File: src/rtl/riscv_pkg.sv
// Shared write-back types: data width, register index and the FIFO entry that
// carries a pending load result to the register file.
package riscv_pkg;

    localparam int XLEN = 64;

    typedef logic [4:0] reg_idx_t;

    typedef struct packed {
        reg_idx_t          rd;
        logic [XLEN-1:0]   data;
    } wb_entry_t;

endpackage

File: src/rtl/wb_fifo.sv
// Small synchronous FIFO of write-back entries. Holds load results that lost
// arbitration to the ALU until the output register is free.
module wb_fifo
    import riscv_pkg::*;
#(
    parameter int DEPTH = 4
) (
    input  logic                        clock,
    input  logic                        reset,
    input  logic                        push,
    input  wb_entry_t                   push_entry,
    input  logic                        pop,
    output wb_entry_t                   head,
    output logic                        full,
    output logic                        empty,
    output logic [$clog2(DEPTH):0]      count
);

    localparam int PTR_W = $clog2(DEPTH);
    localparam int CNT_W = PTR_W + 1;

    wb_entry_t        entries [DEPTH];
    logic [PTR_W-1:0] wr_ptr;
    logic [PTR_W-1:0] rd_ptr;

    // Pointers wrap naturally modulo DEPTH; the extra count bit separates full from empty.
    always_ff @(posedge clock) begin
        if (!reset) begin
            wr_ptr <= '0;
            rd_ptr <= '0;
            count  <= '0;
        end else begin
            if (push) begin
                wr_ptr <= wr_ptr + PTR_W'(1);
            end
            if (pop) begin
                rd_ptr <= rd_ptr + PTR_W'(1);
            end
            count <= count + CNT_W'(push) - CNT_W'(pop);
        end
    end

    always_ff @(posedge clock) begin
        if (push) begin
            entries[wr_ptr] <= push_entry;
        end
    end

    assign head  = entries[rd_ptr];
    assign full  = (count == CNT_W'(DEPTH));
    assign empty = (count == '0);

endmodule

File: src/rtl/regfile_writeback.sv
// Write-back stage: arbitrates ALU results, queued loads and bypassed loads into
// one registered register-file write per cycle, and tracks pending writers.
module regfile_writeback #(
    parameter int XLEN  = riscv_pkg::XLEN,
    parameter int DEPTH = 4
) (
    input  logic              clock,
    input  logic              reset,
    input  logic              alu_valid,
    input  logic [4:0]        alu_rd,
    input  logic [XLEN-1:0]   alu_data,
    input  logic              mem_valid,
    output logic              mem_ready,
    input  logic [4:0]        mem_rd,
    input  logic [XLEN-1:0]   mem_data,
    input  logic              issue_valid,
    input  logic [4:0]        issue_rd,
    output logic [31:0]       busy,
    output logic              reg_write,
    output logic [4:0]        rd,
    output logic [XLEN-1:0]   write_data
);

    localparam int CNT_W = $clog2(DEPTH) + 1;

    riscv_pkg::wb_entry_t alu_entry;
    riscv_pkg::wb_entry_t mem_entry;
    riscv_pkg::wb_entry_t head;
    riscv_pkg::wb_entry_t sel_entry;

    logic             fifo_full;
    logic             fifo_empty;
    logic [CNT_W-1:0] fifo_count;
    logic [CNT_W-1:0] count_next;
    logic             accept;
    logic             sel_valid;
    logic             push;
    logic             pop;
    logic             launch;
    logic [31:0]      busy_next;

    assign alu_entry.rd   = alu_rd;
    assign alu_entry.data = alu_data;
    assign mem_entry.rd   = mem_rd;
    assign mem_entry.data = mem_data;

    wb_fifo #(
        .DEPTH (DEPTH)
    ) u_fifo (
        .clock      (clock),
        .reset      (reset),
        .push       (push),
        .push_entry (mem_entry),
        .pop        (pop),
        .head       (head),
        .full       (fifo_full),
        .empty      (fifo_empty),
        .count      (fifo_count)
    );

    // Priority: ALU, then oldest queued load, then a load that can skip the queue.
    always_comb begin
        accept    = mem_valid && mem_ready;
        sel_valid = 1'b0;
        sel_entry = alu_entry;
        push      = 1'b0;
        pop       = 1'b0;
        if (alu_valid) begin
            sel_valid = 1'b1;
            push      = accept;
        end else if (!fifo_empty) begin
            sel_valid = 1'b1;
            sel_entry = head;
            pop       = 1'b1;
            push      = accept;
        end else if (accept) begin
            sel_valid = 1'b1;
            sel_entry = mem_entry;
        end
        launch     = sel_valid && (sel_entry.rd != '0);
        count_next = fifo_count + CNT_W'(push) - CNT_W'(pop);

        // Clear first so a same-cycle issue to the same register keeps it busy.
        busy_next = busy;
        if (launch) begin
            busy_next[sel_entry.rd] = 1'b0;
        end
        if (issue_valid && (issue_rd != '0)) begin
            busy_next[issue_rd] = 1'b1;
        end
    end

    // Output register stage; ready looks only at next occupancy, never at this cycle's valids.
    always_ff @(posedge clock) begin
        if (!reset) begin
            reg_write  <= 1'b0;
            rd         <= '0;
            write_data <= '0;
            busy       <= '0;
            mem_ready  <= 1'b0;
        end else begin
            reg_write <= launch;
            rd        <= launch ? sel_entry.rd : '0;
            if (launch) begin
                write_data <= sel_entry.data;
            end
            busy      <= busy_next;
            mem_ready <= (count_next != CNT_W'(DEPTH));
        end
    end

    // Unused when the FIFO never signals full to the arbiter directly.
    logic unused_full;
    assign unused_full = fifo_full;

endmodule

File: config.mk
export PLATFORM = sky130hd
export DESIGN_NAME = regfile_writeback
export DESIGN_NICKNAME = d
export VERILOG_FILES = /design/src/rtl/riscv_pkg.sv /design/src/rtl/wb_fifo.sv /design/src/rtl/regfile_writeback.sv
export SDC_FILE = /design/constraint.sdc
export NUM_CORES = 1
export LEC_CHECK = 0
export CAP_MARGIN = 25
export CORE_MARGIN = 2
export CORE_UTILIZATION = 54
export DETAILED_ROUTE_END_ITERATION = 10
export GPL_ROUTABILITY_DRIVEN = 0
export GPL_TIMING_DRIVEN = 0
export PLACE_DENSITY_LB_ADDON = 0.15
export SETUP_SLACK_MARGIN = 0.1
export SLEW_MARGIN = 40
export SYNTH_ARGS = -nofsm -noshare
export SYNTH_HDL_FRONTEND = slang
export SYNTH_SLANG_ARGS = --single-unit
File: constraint.sdc
create_clock -name clock -period 3.99 [get_ports clock]
set_input_delay 0.5985 -clock clock [delete_from_list [all_inputs] [get_ports clock]]
set_output_delay 0.5985 -clock clock [all_outputs]
set_load 0.05 [all_outputs]
==> flow_summary.ini <==
[run_status]
status = finished, final reports clean

[cts]
root_buffer = clkbuf_16
clkSinkCount = 388
insertion_delay_ps = 520
ctsResizeCount = 0
post-cts-setup-buffer-count = 0
cts_buffer_depth = 3
cts_buffers = 39
htreeDepth = 2
tritoncts = done
cts.reportedPaths.clkPinSlew_ps = 60
cts_hold_buf = 0

[synth]
syn_avg_cell_area_um2 = 16.1
synth-edff-count = 276
syn-cell-area_um2 = 15600
yosysUniqueCellTypes = 53
synth.yosys.seq_area_share_pct = 67.6
synth_nets = 1125
synthFlopType = edfxtp_1
yosys_warnings = 0
netlist_instances = 970
synth-seq-cells = 388
async_flop_share_pct = 0

[cells_and_area]
design_area_um2 = 19900
layout-drive-gt1-share_pct = 17.3
fin_util_pct = 69.8
final_nets = 1425
syn2layout_area_growth_pct = 27.9

[detailed_routing]
vias = 9888
avgRoutedWirePerCell_um = 22.1
wl_um = 37200
drt_iter0_drc = 778
via_per_inst = 5.86
drt_pass1_iterations = 5
drc = 0
ant_nets = 0

[floorplanning]
rows = 62
fp.dieW_um = 174
start_util_pct = 54.6
dieArea_um2 = 30200
design.core.area_um2 = 28500
ios = 251
die_h_um = 174

[worst_hold_path]
hp-class = flip-flop to flip-flop

[timing]
fmax_mhz = 299
period_minus_slack_ps = 3340
tightestPinTransition_ps = 874
tns_ps = 0
finClkSkew_ps = 10.2
timing.hold.ws_ps = 474
hold_viol_final = 0
rsz0062_at_grt = false
setup_violations = 0
period_share_pct = 83.7
slew_headroom_pct = 41.7
maxSlewViolCount = 0

[worst_setup_path]
path_buf_inv = 5
crit_family = buffers and inverters
slowest_delay_ps = 580
end_kind = flip-flop
crit_required_ps = 4390
worstPathCellList = clkdlybuf4s50_1 -> or2_1 -> buf_2 -> inv_1 -> clkbuf_1 -> ha_1 -> inv_1 -> ha_1 -> fa_1 -> xnor2_1 -> xnor2_1 -> nor3_1 -> nor2_1
critPathMaxFanout = 10
cp-start-kind = input pin
critPathKind = input pin to flip-flop
slowest_stage = clkdlybuf4s50_1
cp_data_arrival_time_ps = 3740

[global_route]
gr-total-overflow = 0
grt_max_degree = 33
track_usage_pct = 24.5
grt_pass1_wl_um = 57400
antenna_found_initial = 2
first_global_vias = 10100

[placement]
placed_cell_area_um2 = 18800
dpl.hpwl_um = 24800
port_buffers = 250

[job]
cap_violations = 0

[power]
power.total_w = 0.0132
p_leak_nw = 6.60
powerDensity_nw_per_um2 = 660
vdd_ir_drop_max_mv = 0.449
-- report_power, final --
group | total (W) | leakage (nW) | internal (W) | switching, W
clock network | 0.00339 | 0.567 | 0.00195 | 0.00144
logic | 0.00471 | 2.61 | 0.00189 | 0.00282
registers | 0.00506 | 3.42 | 0.00484 | 0.000218
-- per-layer routing --
metal | vias up | wire [µm] | global-route usage (%)
met5 | - | 0 | 0
met4 | 0 | 952 | 8.44
met3 | 64 | 2430 | 4.31
met2 | 370 | 18100 | 40.4
met1 | 5001 | 15700 | 33.4
li1 | 4453 | - | -
-- registers in the layout, indices dropped and copies added, names as in the netlist, named ones only --
| name | cells |
|---|---|
| u_fifo.entries | 276 |
| write_data | 64 |
| busy | 32 |
| rd | 5 |
| u_fifo.count | 3 |
| u_fifo.rd_ptr | 2 |
| u_fifo.wr_ptr | 2 |
| mem_ready | 1 |
| reg_write | 1 |
-- final timing paths --
check	slack [ps]	cells after the start	end	from
setup / recovery	650	13	mem_ready$_SDFF_PN0_	alu_valid
hold / removal	470	2	busy[4]$_SDFF_PN0_	busy[4]$_SDFF_PN0_
hold reg to reg	470	2	busy[4]$_SDFF_PN0_	busy[4]$_SDFF_PN0_
setup reg to reg	660	13	mem_ready$_SDFF_PN0_	u_fifo.count[1]$_SDFF_PN0_
-- cell usage in the layout (no fill, tap or decap), types with 4 or more instances in the layout --
cell type,synthesis,final
buf_1,8,8
nand2_1,109,109
dfxtp_1,112,112
o22ai_2,59,59
xnor2_1,4,4
nand2b_1,6,6
ha_1,6,6
clkbuf_16,0,41
o211ai_1,18,18
nor3_1,5,4
o22ai_1,4,4
edfxtp_1,276,276
mux4_2,69,69
clkbuf_1,33,52
a31oi_1,4,4
o211ai_2,4,4
buf_12,7,15
nand3_1,15,15
nor3b_1,4,4
a22o_1,63,63
and2_1,13,9
a32o_1,8,8
and2_4,0,4
buf_2,12,12
inv_1,14,14
nor2_1,15,15
clkdlybuf4s50_1,0,250
a21oi_1,64,64
-- worst min-delay path, cell delays in order, from the launching register on --
cell	delay (ps)
dfxtp_1	310
o311ai_1	70
nand2_1	50
-- Yosys cell counts (all sizes together) (2+ instances only) --
| library cell | n | share of area [%] |
|---|---|---|
| edfxtp | 276 | 53 |
| dfxtp | 112 | 14 |
| nand2 | 109 | 2.6 |
| mux4 | 69 | 10 |
| a21oi | 65 | 2.1 |
| a22o | 63 | 3.5 |
| o22ai | 63 | 4.9 |
| clkbuf | 33 | 0.79 |
| buf | 29 | 1.6 |
| o211ai | 22 | 1.2 |
| inv | 15 | 0.36 |
| nand3 | 15 | 0.48 |
| nor2 | 15 | 0.36 |
| and2 | 14 | 0.56 |
| a32o | 8 | 0.51 |
| nor3 | 8 | 0.39 |
| ha | 6 | 0.48 |
| nand2b | 6 | 0.24 |
| o311ai | 5 | 0.28 |
| a31oi | 4 | 0.16 |
| nor3b | 4 | 0.19 |
| xnor2 | 4 | 0.22 |
| nand3b | 3 | 0.14 |
| a21o | 2 | 0.14 |
| nor2b | 2 | 0.080 |
| o211a | 2 | 0.13 |
| o21ai | 2 | 0.064 |
| o31ai | 2 | 0.096 |
| or2 | 2 | 0.080 |
-- kinds of logic after synthesis --
| kind of cell | share of synthesized area (%) |
|---|---|
| buffers and inverters | 2.75 |
| adders and majority gates | 0.610 |
| xor gates and xnor gates | 0.281 |
| muxes | 9.97 |
| DFF | 67.6 |
| AOI/OAI and AO/OA | 13.4 |
| and+or+nand+nor | 5.39 |
-- layout make-up --
type	instances	area (µm²)
clock inverter	7	33.8
fill	1964	8610
clock buffer	64	1140
inverter	15	56.3
tap	384	480
multi-input combinational	505	4650
buffer	62	374
timing repair buffer	259	2670
antenna	2	5.00
sequential	388	10500
-- metrics by stage --
| step | worst slack [ps] | cells |
|---|---|---|
| after global placement | -1110 | 1604 |
| after floorplan | 665 | 970 |
| after CTS | 611 | 1683 |
| after detailed placement | 120 | 1612 |
| after global routing | 403 | 1686 |
| final | 651 | 1686 |
(Power assumes the default switching activity.)
